$ cat src/rtl/ex_mem_stage.sv
`default_nettype none
// ============================================================================
// Module      : ex_mem_stage
// Description : EX/MEM pipeline register of the 5-stage RV32I pipeline.
//               Captures the EX-stage results and control once per cycle and
//               presents them as MEM_* to the memory stage and to the
//               forwarding/hazard unit. Supports hold (EX_MEM_en=0), bubble
//               insertion (EX_MEM_rst_n=0) and branch flush (flush=1), tracks
//               the slot state and flags runaway bubble sequences.
//
// Ports       : clk, rst (async, active-high)
//               EX_MEM_en, EX_MEM_rst_n, flush    - hazard / branch control
//               EX_valid, EX_pc, EX_alu_data, EX_st_data, EX_rd_addr,
//               EX_rd_wren, EX_mem_wren, EX_ld_en, EX_funct3, EX_wb_sel
//                                                 - EX-stage inputs
//               MEM_pc, MEM_alu_data, MEM_st_data, MEM_rd_addr, MEM_rd_wren,
//               MEM_mem_wren, MEM_ld_en, MEM_funct3, MEM_wb_sel, MEM_valid
//                                                 - registered MEM outputs
//               MEM_state (00 EMPTY, 01 VALID, 10 BUBBLE), stall_err (sticky)
//
// Options     : `define EX_MEM_PERF_EN adds perf_bubble_cnt / perf_flush_cnt
//               (32-bit wrapping counters of bubble-insert and flush cycles).
//
// Revision    : 1.0 - initial release
// ============================================================================
module ex_mem_stage #(
    parameter int DATA_W     = 32,
    parameter int REG_AW     = 5,
    parameter int MAX_BUBBLE = 1
) (
    input  logic              clk,
    input  logic              rst,
    input  logic              EX_MEM_en,
    input  logic              EX_MEM_rst_n,
    input  logic              flush,
    input  logic              EX_valid,
    input  logic [DATA_W-1:0] EX_pc,
    input  logic [DATA_W-1:0] EX_alu_data,
    input  logic [DATA_W-1:0] EX_st_data,
    input  logic [REG_AW-1:0] EX_rd_addr,
    input  logic              EX_rd_wren,
    input  logic              EX_mem_wren,
    input  logic              EX_ld_en,
    input  logic [2:0]        EX_funct3,
    input  logic [1:0]        EX_wb_sel,
    output logic [DATA_W-1:0] MEM_pc,
    output logic [DATA_W-1:0] MEM_alu_data,
    output logic [DATA_W-1:0] MEM_st_data,
    output logic [REG_AW-1:0] MEM_rd_addr,
    output logic              MEM_rd_wren,
    output logic              MEM_mem_wren,
    output logic              MEM_ld_en,
    output logic [2:0]        MEM_funct3,
    output logic [1:0]        MEM_wb_sel,
    output logic              MEM_valid,
    output logic [1:0]        MEM_state,
    output logic              stall_err
`ifdef EX_MEM_PERF_EN
    ,
    output logic [31:0]       perf_bubble_cnt,
    output logic [31:0]       perf_flush_cnt
`endif
);

    typedef enum logic [1:0] {
        ST_EMPTY  = 2'b00,
        ST_VALID  = 2'b01,
        ST_BUBBLE = 2'b10
    } state_t;

    // Counter must be able to hold MAX_BUBBLE+1 so that "exceeds" is visible.
    localparam int                 c_BUB_W     = $clog2(MAX_BUBBLE + 2);
    localparam logic [c_BUB_W-1:0] c_BUB_LIMIT = c_BUB_W'(MAX_BUBBLE);

    state_t              r_state;
    state_t              w_state_nxt;

    logic                r_valid;
    logic                r_rd_wren;
    logic                r_mem_wren;
    logic                r_ld_en;
    logic [DATA_W-1:0]   r_pc;
    logic [DATA_W-1:0]   r_alu_data;
    logic [DATA_W-1:0]   r_st_data;
    logic [REG_AW-1:0]   r_rd_addr;
    logic [2:0]          r_funct3;
    logic [1:0]          r_wb_sel;
    logic [c_BUB_W-1:0]  r_bub_cnt;
    logic                r_stall_err;

    logic                w_capture;
    logic                w_kill;
    logic [c_BUB_W-1:0]  w_bub_cnt_nxt;
    logic                w_stall_err_nxt;

    // ------------------------------------------------------------------------
    // Next-state / update decode. Priority: flush > bubble > hold > capture.
    // A bubble wins over hold because the hazard unit lowers both on load-use.
    // ------------------------------------------------------------------------
    always_comb begin
        w_state_nxt   = r_state;
        w_capture     = 1'b0;
        w_kill        = 1'b0;
        w_bub_cnt_nxt = r_bub_cnt;

        if (flush) begin
            w_kill        = 1'b1;
            w_state_nxt   = ST_EMPTY;
            w_bub_cnt_nxt = '0;
        end else if (!EX_MEM_rst_n) begin
            w_kill      = 1'b1;
            w_state_nxt = ST_BUBBLE;
            if (r_bub_cnt != '1) begin
                w_bub_cnt_nxt = r_bub_cnt + 1'b1;
            end
        end else if (EX_MEM_en) begin
            w_capture     = 1'b1;
            w_state_nxt   = EX_valid ? ST_VALID : ST_EMPTY;
            w_bub_cnt_nxt = '0;
        end

        // Error is judged on the count after this edge so it rises together
        // with the offending bubble.
        w_stall_err_nxt = r_stall_err | (w_bub_cnt_nxt > c_BUB_LIMIT);
    end

    // ------------------------------------------------------------------------
    // State register
    // ------------------------------------------------------------------------
    always_ff @(posedge clk or posedge rst) begin
        if (rst) begin
            r_state <= ST_EMPTY;
        end else begin
            r_state <= w_state_nxt;
        end
    end

    // ------------------------------------------------------------------------
    // Control bits: cleared by flush/bubble, loaded on capture, else held.
    // ------------------------------------------------------------------------
    always_ff @(posedge clk or posedge rst) begin
        if (rst) begin
            r_valid    <= 1'b0;
            r_rd_wren  <= 1'b0;
            r_mem_wren <= 1'b0;
            r_ld_en    <= 1'b0;
        end else if (w_kill) begin
            r_valid    <= 1'b0;
            r_rd_wren  <= 1'b0;
            r_mem_wren <= 1'b0;
            r_ld_en    <= 1'b0;
        end else if (w_capture) begin
            r_valid    <= EX_valid;
            r_rd_wren  <= EX_rd_wren;
            r_mem_wren <= EX_mem_wren;
            r_ld_en    <= EX_ld_en;
        end
    end

    // ------------------------------------------------------------------------
    // Data fields: only a capture changes them; flush and bubble leave them.
    // ------------------------------------------------------------------------
    always_ff @(posedge clk or posedge rst) begin
        if (rst) begin
            r_pc       <= '0;
            r_alu_data <= '0;
            r_st_data  <= '0;
            r_rd_addr  <= '0;
            r_funct3   <= '0;
            r_wb_sel   <= '0;
        end else if (w_capture) begin
            r_pc       <= EX_pc;
            r_alu_data <= EX_alu_data;
            r_st_data  <= EX_st_data;
            r_rd_addr  <= EX_rd_addr;
            r_funct3   <= EX_funct3;
            r_wb_sel   <= EX_wb_sel;
        end
    end

    // ------------------------------------------------------------------------
    // Runaway-bubble monitor
    // ------------------------------------------------------------------------
    always_ff @(posedge clk or posedge rst) begin
        if (rst) begin
            r_bub_cnt   <= '0;
            r_stall_err <= 1'b0;
        end else begin
            r_bub_cnt   <= w_bub_cnt_nxt;
            r_stall_err <= w_stall_err_nxt;
        end
    end

`ifdef EX_MEM_PERF_EN
    // ------------------------------------------------------------------------
    // Performance counters. A simultaneous flush and bubble is one flush.
    // ------------------------------------------------------------------------
    logic [31:0] r_perf_bubble_cnt;
    logic [31:0] r_perf_flush_cnt;

    always_ff @(posedge clk or posedge rst) begin
        if (rst) begin
            r_perf_bubble_cnt <= '0;
            r_perf_flush_cnt  <= '0;
        end else if (flush) begin
            r_perf_flush_cnt  <= r_perf_flush_cnt + 32'd1;
        end else if (!EX_MEM_rst_n) begin
            r_perf_bubble_cnt <= r_perf_bubble_cnt + 32'd1;
        end
    end

    assign perf_bubble_cnt = r_perf_bubble_cnt;
    assign perf_flush_cnt  = r_perf_flush_cnt;
`endif

    // ------------------------------------------------------------------------
    // Outputs. Control is gated by the slot-valid bit so a bubble or flushed
    // slot can never forward or write; writes to x0 are suppressed here.
    // ------------------------------------------------------------------------
    assign MEM_pc       = r_pc;
    assign MEM_alu_data = r_alu_data;
    assign MEM_st_data  = r_st_data;
    assign MEM_rd_addr  = r_rd_addr;
    assign MEM_funct3   = r_funct3;
    assign MEM_wb_sel   = r_wb_sel;
    assign MEM_valid    = r_valid;
    assign MEM_rd_wren  = r_valid & r_rd_wren & (r_rd_addr != '0);
    assign MEM_mem_wren = r_valid & r_mem_wren;
    assign MEM_ld_en    = r_valid & r_ld_en;
    assign MEM_state    = r_state;
    assign stall_err    = r_stall_err;

endmodule
`default_nettype wire

$ cat config.mk
export PLATFORM = sky130hd
export DESIGN_NAME = ex_mem_stage
export DESIGN_NICKNAME = d
export VERILOG_FILES = /design/src/rtl/ex_mem_stage.sv
export SDC_FILE = /design/constraint.sdc
export NUM_CORES = 1
export LEC_CHECK = 0
export CELL_PAD_IN_SITES_DETAIL_PLACEMENT = 2
export CELL_PAD_IN_SITES_GLOBAL_PLACEMENT = 2
export CORE_ASPECT_RATIO = 1.75
export CORE_MARGIN = 1
export CORE_UTILIZATION = 28
export DETAILED_ROUTE_END_ITERATION = 10
export GPL_TIMING_DRIVEN = 0
export PLACE_DENSITY = 0.87
export SYNTH_ARGS = -nofsm -noshare
export SYNTH_HDL_FRONTEND = slang
export SYNTH_SLANG_ARGS = --single-unit
$ cat constraint.sdc
create_clock -name clk -period 6.95 [get_ports clk]
set_input_delay 0.695 -clock clk [delete_from_list [all_inputs] [get_ports clk]]
set_output_delay 0.695 -clock clk [all_outputs]
set_load 0.02 [all_outputs]
==> flow_summary.json <==
{
  "fillers": 1487,
  "die_w_um": 97.77,
  "slew-limit-headroom_pct": 67.67,
  "num_vias": 3142,
  "cts_setup_buffers": 0,
  "wl_um": 14280,
  "hold_viol": 0,
  "drive_above_1_share_pct": 29.34,
  "ant_nets": 0,
  "post-route-min-period_ns": 2.744,
  "dp_hpwl_um": 11110,
  "synth_area_um2": 4494,
  "cp.depth": 3,
  "numCtsBuffers": 17,
  "tritoncts": "built",
  "io_buffers": 226,
  "critical-path-top-delay-family": "buffers and inverters",
  "maxSlewViolCount": 0,
  "cap_violations": 0,
  "route.detailed.drc": 26,
  "postCtsHoldBufs": 0,
  "dieArea_um2": 16580,
  "clkLatencyLatePin_ns": 0.40,
  "ys_seq_area_share_pct": 64.03,
  "r2r-end": "stall_err",
  "r2r_slack_ns": 5.95,
  "coreArea_um2": 15540,
  "synth_cells": 261,
  "initial_core_util_pct": 28.92,
  "setup_viol": 0,
  "slowest_stage": "clkdlybuf4s50_1",
  "timing.rr.start": "r_bub_cnt[1]",
  "tightest_slew_ns": 0.4850,
  "cp-start-kind": "flop",
  "cp_cell_sequence": "or3_1 -> o311a_1 -> clkdlybuf4s50_1",
  "synth_seq_cells": 115,
  "grt_max_degree": 67,
  "htreeDepth": 4,
  "grt_pass1_wl_um": 22070,
  "track_usage_pct": 17.95,
  "cts-root-buf": "clkbuf_16",
  "area_delta_synth_final_pct": 69.60,
  "cts.clk_slew.worst_paths_ns": 0.06,
  "antenna_cells": 0,
  "worstPathRequired_ns": 6.25,
  "holdWs_ns": 0.4700,
  "syn_nets": 376,
  "ys_types": 20,
  "min_period_over_period_pct": 39.48,
  "place.gp.congestion": 0.7304,
  "io_pins": 228,
  "endpoint_kind": "output port",
  "hold_class": "flop to flop",
  "tns_ns": 0,
  "ys_warn_count": 0,
  "multi_input_area_um2": 1519,
  "layout.nets": 622,
  "viasPerCell": 4.463,
  "wire_per_inst_um": 20.28,
  "p_leak_nw": 3.323,
  "grt_pass1_vias": 3824,
  "ff_latch_area_um2": 2878,
  "crit_fanout": 3,
  "cpPeakStageDelay_ns": 0.57,
  "grt_overflow": 0,
  "post-place-ws_ns": 4.529,
  "layout.cells.non_filler": 704,
  "crit_end": "MEM_rd_wren",
  "reg2reg_depth": 3,
  "drtPass1Iterations": 6,
  "fmax_ghz": 0.3644,
  "failed_checks": "DRC",
  "fin_ws_ns": 4.206,
  "worstPathArrival_ns": 2.05,
  "p_per_area_nw_per_um2": 316.7,
  "syn_avg_cell_area_um2": 17.22,
  "cts_buffer_depth": 2,
  "antenna_found_initial": 0,
  "fin_worst_skew_ns": 0.004562,
  "ir_drop_v": 0.0001459,
  "die_h_um": 169.6,
  "clock_sinks": 115,
  "critPathKind": "flop to output port",
  "crit_buf_inv": 1,
  "crit_start": "MEM_rd_addr[1]",
  "rsz0062_at_grt": "no",
  "rows": 60,
  "status": "finished, violations left",
  "first_iter_violations": 73,
  "ctsResizeCount": 0,
  "hp-start": "stall_err",
  "dp_cells": 674
}
==> through the flow <==
| stage | util (%) | area (µm²) | power [mW] |
|---|---|---|---|
| after floorplan | - | 4494 | 1.167 |
| after global placement | 44.98 | 6989 | 1.508 |
| after detailed placement | 45.19 | 7022 | 1.544 |
| after CTS | 49.05 | 7622 | 2.452 |
| after global routing | 49.05 | 7622 | 2.511 |
| final | 49.05 | 7622 | 2.414 |
==> area by class of cell <==
| cell class | instances | area share [%] |
|---|---|---|
| Buffer | 12 | 1.231 |
| Clock inverter | 9 | 1.707 |
| Tap cell | 186 | 3.053 |
| Inverter | 1 | 0.1149 |
| Multi-Input combinational cell | 133 | 19.93 |
| Clock buffer | 21 | 6.172 |
| Timing Repair Buffer | 227 | 30.04 |
| Sequential cell | 115 | 37.75 |
==> routing by layer <==
| layer | part of all wire (%) | GRT usage [%] |
|---|---|---|
| met1 | 31 | 16.66 |
| met2 | 62 | 36.69 |
| met3 | 5.7 | 4.077 |
| met4 | 1.5 | 7.115 |
| met5 | 0 | 0 |
==> where the power goes <==
group | total (mW) | switching [mW] | internal [mW]
combinational | 0.664 | 0.290 | 0.374
sequential | 0.860 | 0.0700 | 0.790
clock | 0.890 | 0.303 | 0.587
==> cell families after synthesis <==
group                  Yosys count  share of synthesized area, %
multiplexers                   109                         30.57
AND/OR/NAND/NOR                 17                         2.144
AO/OA/AOI/OAI                    7                         1.086
buffers and inverters           13                         2.171
flip-flops                     115                         64.03
==> sequential cells by signal (all words and copies together) (netlist names) <==
signal and flops:
MEM_alu_data 32, MEM_funct3 3, MEM_pc 32, MEM_rd_addr 5, MEM_st_data 32, MEM_state 2, MEM_valid 1, MEM_wb_sel 2
r_bub_cnt 2, r_ld_en 1, r_mem_wren 1, r_rd_wren 1, stall_err 1
==> synthesized netlist by cell type <==
cell | n | share of area [%]
a21bo_2 | 1 | 0.22
a21oi_1 | 4 | 0.45
and2_1 | 2 | 0.28
buf_2 | 6 | 0.67
buf_4 | 1 | 0.17
buf_6 | 5 | 1.3
dfrtp_1 | 115 | 64
inv_1 | 1 | 0.083
mux2_2 | 66 | 17
mux2_4 | 40 | 13
mux2i_1 | 3 | 0.67
nand2_1 | 2 | 0.17
nand2b_1 | 5 | 0.70
nand3b_2 | 1 | 0.25
nor2_1 | 4 | 0.33
nor2b_1 | 1 | 0.14
o22a_1 | 1 | 0.19
o311a_1 | 1 | 0.22
or2_2 | 1 | 0.14
or3_1 | 1 | 0.14
==> worst min path at each step <==
stage                                  to  slack [ns]  cells after the start
after floorplan                   r_ld_en        0.48                      2
after global placement          stall_err        0.46                      1
after detailed placement        stall_err        0.47                      1
after CTS                       stall_err        0.48                      1
after global routing      MEM_alu_data[9]        0.51                      1
final                           stall_err        0.47                      1
==> layout by cell type (no fill, tap or decap), drive strengths merged, types with 4 or more instances in the layout <==
master,synthesis,routed
clkdlybuf4s50,0,226
mux2,106,106
nor2,4,4
nand2b,5,5
a21oi,4,4
buf,12,13
dfrtp,115,115
clkinvlp,0,4
clkbuf,0,21
(Power assumes the default switching activity.)
